## src/rtl/dmem_sync.sv

```systemverilog
// Single-port synchronous data memory with post-reset clear sequencer and 1- or 2-stage read pipeline.
// Optional write-first forwarding on read/write collision: define DMEM_BYPASS_EN.
//
// state    | meaning
// ---------+------------------------------------------------------------
// ST_CLEAR | zeroing mem[clr_ptr] each edge; requests dropped, err flagged
// ST_READY | normal read/write accesses accepted
module dmem_sync #(
    parameter int DATA_W = 8,
    parameter int ADDR_W = 8,
    parameter int RD_LAT = 1
) (
    input  logic              clk,
    input  logic              rst,
    input  logic              mem_read,
    input  logic              mem_write,
    input  logic [ADDR_W-1:0] address_in,
    input  logic [DATA_W-1:0] aluout_in,
    output logic [DATA_W-1:0] memtoreg_out,
    output logic              rd_valid,
    output logic              busy,
    output logic              err
);

    localparam int DEPTH = 1 << ADDR_W;
    localparam logic [0:0] ST_CLEAR = 1'b0;
    localparam logic [0:0] ST_READY = 1'b1;
    localparam logic [ADDR_W-1:0] PTR_ONE = {{(ADDR_W-1){1'b0}}, 1'b1};
    localparam logic [ADDR_W-1:0] PTR_LAST = {ADDR_W{1'b1}};

    logic [0:0]        state;
    logic [ADDR_W-1:0] clr_ptr;
    logic [DATA_W-1:0] mem [DEPTH];

    logic              ready;
    logic              rd_req;
    logic              wr_req;
    logic              mem_we;
    logic [ADDR_W-1:0] mem_waddr;
    logic [DATA_W-1:0] mem_wdata;
    logic [DATA_W-1:0] rd_word;

    logic [DATA_W-1:0] s1_data;
    logic              s1_valid;

    assign ready  = (state == ST_READY);
    assign busy   = ~ready;
    assign rd_req = ready & mem_read;
    assign wr_req = ready & mem_write;

    // The clear sequencer owns the write port until the state leaves CLEAR.
    assign mem_we    = ~ready | wr_req;
    assign mem_waddr = ready ? address_in : clr_ptr;
    assign mem_wdata = ready ? aluout_in : '0;

`ifdef DMEM_BYPASS_EN
    assign rd_word = mem_write ? aluout_in : mem[address_in];
`else
    assign rd_word = mem[address_in];
`endif

    always_ff @(posedge clk) begin
        if (mem_we) begin
            mem[mem_waddr] <= mem_wdata;
        end
    end

    always_ff @(posedge clk or posedge rst) begin
        if (rst) begin
            state   <= ST_CLEAR;
            clr_ptr <= '0;
            err     <= 1'b0;
        end else begin
            err <= ~ready & (mem_read | mem_write);
            if (!ready) begin
                clr_ptr <= clr_ptr + PTR_ONE;
                if (clr_ptr == PTR_LAST) begin
                    state <= ST_READY;
                end
            end
        end
    end

    always_ff @(posedge clk or posedge rst) begin
        if (rst) begin
            s1_valid <= 1'b0;
            s1_data  <= '0;
        end else begin
            s1_valid <= rd_req;
            if (rd_req) begin
                s1_data <= rd_word;
            end
        end
    end

    generate
        if (RD_LAT == 2) begin : g_lat2
            logic [DATA_W-1:0] s2_data;
            logic              s2_valid;

            always_ff @(posedge clk or posedge rst) begin
                if (rst) begin
                    s2_valid <= 1'b0;
                    s2_data  <= '0;
                end else begin
                    s2_valid <= s1_valid;
                    if (s1_valid) begin
                        s2_data <= s1_data;
                    end
                end
            end

            assign memtoreg_out = s2_data;
            assign rd_valid     = s2_valid;
        end else begin : g_lat1
            assign memtoreg_out = s1_data;
            assign rd_valid     = s1_valid;
        end
    endgenerate

endmodule

```

## config.mk

```make
export PLATFORM = sky130hd
export DESIGN_NAME = dmem_sync
export DESIGN_NICKNAME = d
export VERILOG_FILES = /design/src/rtl/dmem_sync.sv
export SDC_FILE = /design/constraint.sdc
export NUM_CORES = 2
export LEC_CHECK = 0
export ABC_AREA = 1
export CORE_UTILIZATION = 65
export DETAILED_ROUTE_END_ITERATION = 6
export PLACE_DENSITY = 0.78
export REMOVE_ABC_BUFFERS = 1
export SETUP_SLACK_MARGIN = 0.2
export SYNTH_ARGS = -nofsm -noshare
export SYNTH_HDL_FRONTEND = slang
export SYNTH_SLANG_ARGS = --single-unit
export TNS_END_PERCENT = 30
```

## constraint.sdc

```tcl
create_clock -name clk -period 6.6 [get_ports clk]
set_input_delay 1.32 -clock clk [delete_from_list [all_inputs] [get_ports clk]]
set_output_delay 1.32 -clock clk [all_outputs]
set_load 0.02 [all_outputs]
```

[Word-level counts from Yosys, hierarchy flattened]
Memories as Yosys holds them, arrays and structs flattened. A register that Yosys moved wholly into a read port is not among the register bits.
Index checks and enable logic that the tools add are counted.
Cells by class
  equality and inequality tests: 1
  mux-type cells: 6
  bitwise logic cells: 6
  $add $sub $neg: 1
Operators by type and width (number)
  $mux W8: 2
  $add A8 B1 Y8 const B: 1
  $eq A8 B8 Y1 const B: 1
  $mux W1: 4
  $and A1 B1 Y1: 3
  $or A1 B1 Y1: 2
  $not A1 Y1: 1
Word-level totals
  word-level logic and storage cells: 19
  output and inout port bits: 11
  RAM bits: 2048
  memories kept: 1
  register bits: 11
Memories
  mem: words 256, bits a word 8, rd ports 1, clocked after memory_dff 1, write ports 1, line 33  | logic [DATA_W-1:0] mem [DEPTH];

[Logic depth before layout (Yosys ltp)]
  depth after elaboration: 4
  mapped depth: 15
  depth with buffers taken out: 11

[Worst setup path after synthesis]
Ideal clock, no wire load.
  kind: input -> register
  start point: input port aluout_in[0]
  end point: memory mem[0][0], data pin
  setup slack: 1.698 ns
  library setup time: 0.773 ns
  required time: 5.827 ns
  arrival time: 4.128 ns
  stages on the path: 2
  path through: nand2_1 inv_1
On the way
  word-level cells in the longest chain between the ends: 1
Ends and longest elaborated chain
  start, declared: line 18  | input logic [DATA_W-1:0] aluout_in,
  $mux W8: line 54  | assign mem_wdata = ready ? aluout_in : '0;
  via mem_wdata[0]: line 40  | logic [DATA_W-1:0] mem_wdata;
  end, declared: line 33
The timed path passes the listed nets, and every way through them passes these cells.

[Final worst setup path]
  start point: input port address_in[6]
  end point: memory mem[202][4] (enable)
On the way
  word-level cells in the longest chain between the ends: 1
Ends and longest elaborated chain
  start, declared: line 17  | input logic [ADDR_W-1:0] address_in,
  $mux W8: line 53  | assign mem_waddr = ready ? address_in : clr_ptr;
No other way between the ends.

==> impl_metrics.env <==
export IMPL_wl_per_cell_um=25.3
export IMPL_pre_cts_slack_ns=1.54
export IMPL_cts_sinks=2067
export IMPL_core_area_um2=128000
export IMPL_finalHoldViolCount=0
export IMPL_setup_worst_path_end_class="register"
export IMPL_dp_hpwl_um=124000
export IMPL_grt_usage=0.341
export IMPL_grt_pass1_wl_um=330000
export IMPL_synth_area_um2=84000
export IMPL_dp_cells=8380
export IMPL_nets=6935
export IMPL_rr_endpoint="mem[135][4]$_DFFE_PP_"
export IMPL_gp_congestion=0.983
export IMPL_yosys_warnings=0
export IMPL_start_kind="primary input"
export IMPL_tightestPinTransition_ns=1.25
export IMPL_period_needed_ns=4.39
export IMPL_clock_latency_ns=0.83
export IMPL_rsz0062_at_grt="false"
export IMPL_peakVddDrop_mv=0.288
export IMPL_critical_path_startpoint="address_in[6]"
export IMPL_drt_first_iter_violations=8540
export IMPL_ys_ff_latch=2067
export IMPL_fin_crit_sh=0.666
export IMPL_rrSetupSlack_ns=2.71
export IMPL_h_tree_depth=4
export IMPL_yosys_area_share_simple=0.230
export IMPL_layout_common_cells="nand2_1 (2117), edfxtp_1 (2048), nand3_1 (2044)"
export IMPL_crit_fanout=17
export IMPL_critPathKind="primary input to register"
export IMPL_finalClockSkew_ns=0.0248
export IMPL_fp_dieArea_um2=131000
export IMPL_avgSynthCellArea_um2=11.9
export IMPL_clk_path_buf_depth=3
export IMPL_cts_tree="built"
export IMPL_top_level_ports=31
export IMPL_worst_path_most_repeated_cell="nor2_1"
export IMPL_internal_power_mw=21.0
export IMPL_drive_above_1_share=0.0566
export IMPL_num_rows=131
export IMPL_max_stage_delay_ns=0.90
export IMPL_postRouteAntennaNets=0
export IMPL_grt_pass1_vias=54000
export IMPL_p_leak_nw=30.7
export IMPL_vias=56500
export IMPL_cpMaxStageDelayCell="nor2_1"
export IMPL_reg2reg_depth=10
export IMPL_pwr_share_clk=0.418
export IMPL_grt_antenna_before_repair=5
export IMPL_cp_arrival_ns=4.84
export IMPL_synth_adder_area_share=0.000149
export IMPL_final_fill_count=8177
export IMPL_timing_rr_start="ready$_DFF_PP0_"
export IMPL_fin_ws_ns=2.21
export IMPL_area_growth_pct=8.72
export IMPL_hold_path_class="register to register"
export IMPL_synth_top_family_by_area="simple AND/OR/NAND/NOR gates"
export IMPL_muxShareOfSynthArea=0
export IMPL_crit_chain="clkdlybuf4s50_1 -> inv_2 -> nand2_1 -> o21ai_2 -> nor2_1 -> nand3_1 -> nor2_1"
export IMPL_path_clk_slew_ns=0.07
export IMPL_seqPwrFrac=0.531
export IMPL_p_comb_frac=0.051
export IMPL_cts_buffers_inserted=194
export IMPL_io_buffers=30
export IMPL_grt_ovfl_total=0
export IMPL_drv_cap=0
export IMPL_final_max_slew_violation_count=0
export IMPL_holdBufCountCts=0
export IMPL_critPathRequiredTime_ns=7.05
export IMPL_start_util=0.657
export IMPL_power_density_nw_per_um2=293
export IMPL_drc=9
export IMPL_violations="design-rule violations"
export IMPL_synth_cells=7085
export IMPL_cts_resized=0
export IMPL_relSlewSlack=0.165
export IMPL_instances_no_fill=8734
export IMPL_finalSetupViolCount=0
export IMPL_crit_path_end="mem[202][4]$_DFFE_PP_"
export IMPL_routed_via_density=6.47
export IMPL_final_common_cell="nand2_1"
export IMPL_swShare=0.216
export IMPL_clockRootBuffer="clkbuf_16"
export IMPL_drtPass1Iterations=7
export IMPL_cts_setup_buffers=0
export IMPL_synth_xor_area_share=0.000625
export IMPL_seq_area_frac_synth=0.738
export IMPL_synth_compound_area_frac=0.000774
export IMPL_yosysUniqueCellTypes=26
export IMPL_power_switching_mw=5.78
export IMPL_grt_max_degree=186
export IMPL_fmax_ghz=0.228
export IMPL_status="finished with violations"
export IMPL_drt_total_wl_um=221000
export IMPL_die_x_um=362
export IMPL_die_h_um=362
-- metal layers --
| metal | vias up | track usage | routed length, um | part of all wire |
|---|---|---|---|---|
| li1 | 24800 | - | - | - |
| met1 | 27100 | 0.454 | 79000 | 0.36 |
| met2 | 3894 | 0.528 | 103000 | 0.46 |
| met3 | 701 | 0.0824 | 27500 | 0.12 |
| met4 | 10 | 0.173 | 12100 | 0.055 |
| met5 | - | 0 | 104 | 0.00047 |
-- area by class of cell --
cell class / instances / area (um2) / share of cell area
diodes: 1 / 2.50 / 0.0000274
clock buffers: 231 / 5090 / 0.0557
clock inverters: 122 / 1250 / 0.0137
inverters: 57 / 308 / 0.00337
multi-input cells: 4475 / 19400 / 0.213
flip-flops and latches: 2067 / 62000 / 0.678
well taps: 1662 / 2080 / 0.0228
repair buffers: 119 / 1210 / 0.0133
-- Yosys cell counts --
cell	n	area, um2
buf_2	308	1540
o21ai_2	3	26.3
o21ai_1	2	10.0
buf_1	42	158
clkbuf_1	91	342
a21oi_2	1	8.76
nand4_1	1	6.26
ha_1	1	12.5
nand3_1	2044	10200
nand2_1	2117	7950
inv_4	1	6.26
o21ai_0	2	10.0
inv_2	4	15.0
nor2_2	1	6.26
clkinv_1	2	7.51
and3_1	2	12.5
xnor2_1	1	8.76
inv_1	50	188
xor2_1	5	43.8
buf_4	39	293
edfxtp_1	2048	61500
buf_6	6	67.6
dfrtp_1	19	475
nor2_1	292	1100
nor3_2	1	10.0
a21oi_1	2	10.0
-- flip-flops by register name, summed over array words and instances, names as in the netlist --
signal	flops
ready	1
rd_valid	1
mem	2048
clr_ptr	8
err	1
memtoreg_out	8
-- power groups by stage --
| stage | clock network [mW] | logic (mW) | registers (mW) |
|---|---|---|---|
| 6_report | 11.2 | 1.36 | 14.2 |
| 5_1_grt | 11.7 | 1.47 | 14.2 |
| 4_1_cts | 11.2 | 1.33 | 14.2 |
| 3_5_place_dp | 0 | 1.31 | 14.5 |
| 3_3_place_gp | 0 | 1.28 | 14.5 |
| 2_1_floorplan | 0 | 0.881 | 14.5 |
-- stage by stage --
stage	hold slack [ns]	util	area (um2)	total power, mW	setup TNS [ns]
4_1_cts	0.564	0.715	91400	26.7	0
5_1_grt	0.615	0.715	91400	27.4	0
3_3_place_gp	0.538	0.665	85000	15.8	0
6_report	0.567	0.715	91400	26.7	0
3_5_place_dp	0.554	0.665	85000	15.8	0
2_1_floorplan	0.501	-	81600	15.4	-10.0
-- worst max-delay path, delay by kind of cell --
family	cells	cell delay, ns
compound gates	1	0.08
buf+inv	2	1.03
simple gates	4	2.38
-- cell families (layout without fill, tap and decap cells) --
logic type      count (synthesis)  count (layout)
other cells                     0               1
flops                        2067            2067
xor+xnor                        6               6
compound gates                 10              10
buf+inv                       543             529
simple gates                 4458            4458
fa+ha+maj                       1               1
-- worst min-delay path by stage --
stage,from,endpoint,slack (ns),depth (start not counted)
2_1_floorplan,clr_ptr[4]$_DFFE_PP0N_,clr_ptr[4]$_DFFE_PP0N_,0.50,1
5_1_grt,clr_ptr[1]$_DFFE_PP0N_,clr_ptr[1]$_DFFE_PP0N_,0.61,2
3_3_place_gp,clr_ptr[1]$_DFFE_PP0N_,clr_ptr[1]$_DFFE_PP0N_,0.54,2
3_5_place_dp,clr_ptr[0]$_DFFE_PP0N_,clr_ptr[0]$_DFFE_PP0N_,0.55,2
6_report,clr_ptr[0]$_DFFE_PP0N_,clr_ptr[0]$_DFFE_PP0N_,0.57,2
4_1_cts,clr_ptr[0]$_DFFE_PP0N_,clr_ptr[0]$_DFFE_PP0N_,0.56,2
Power figures use the tool's default switching activity.
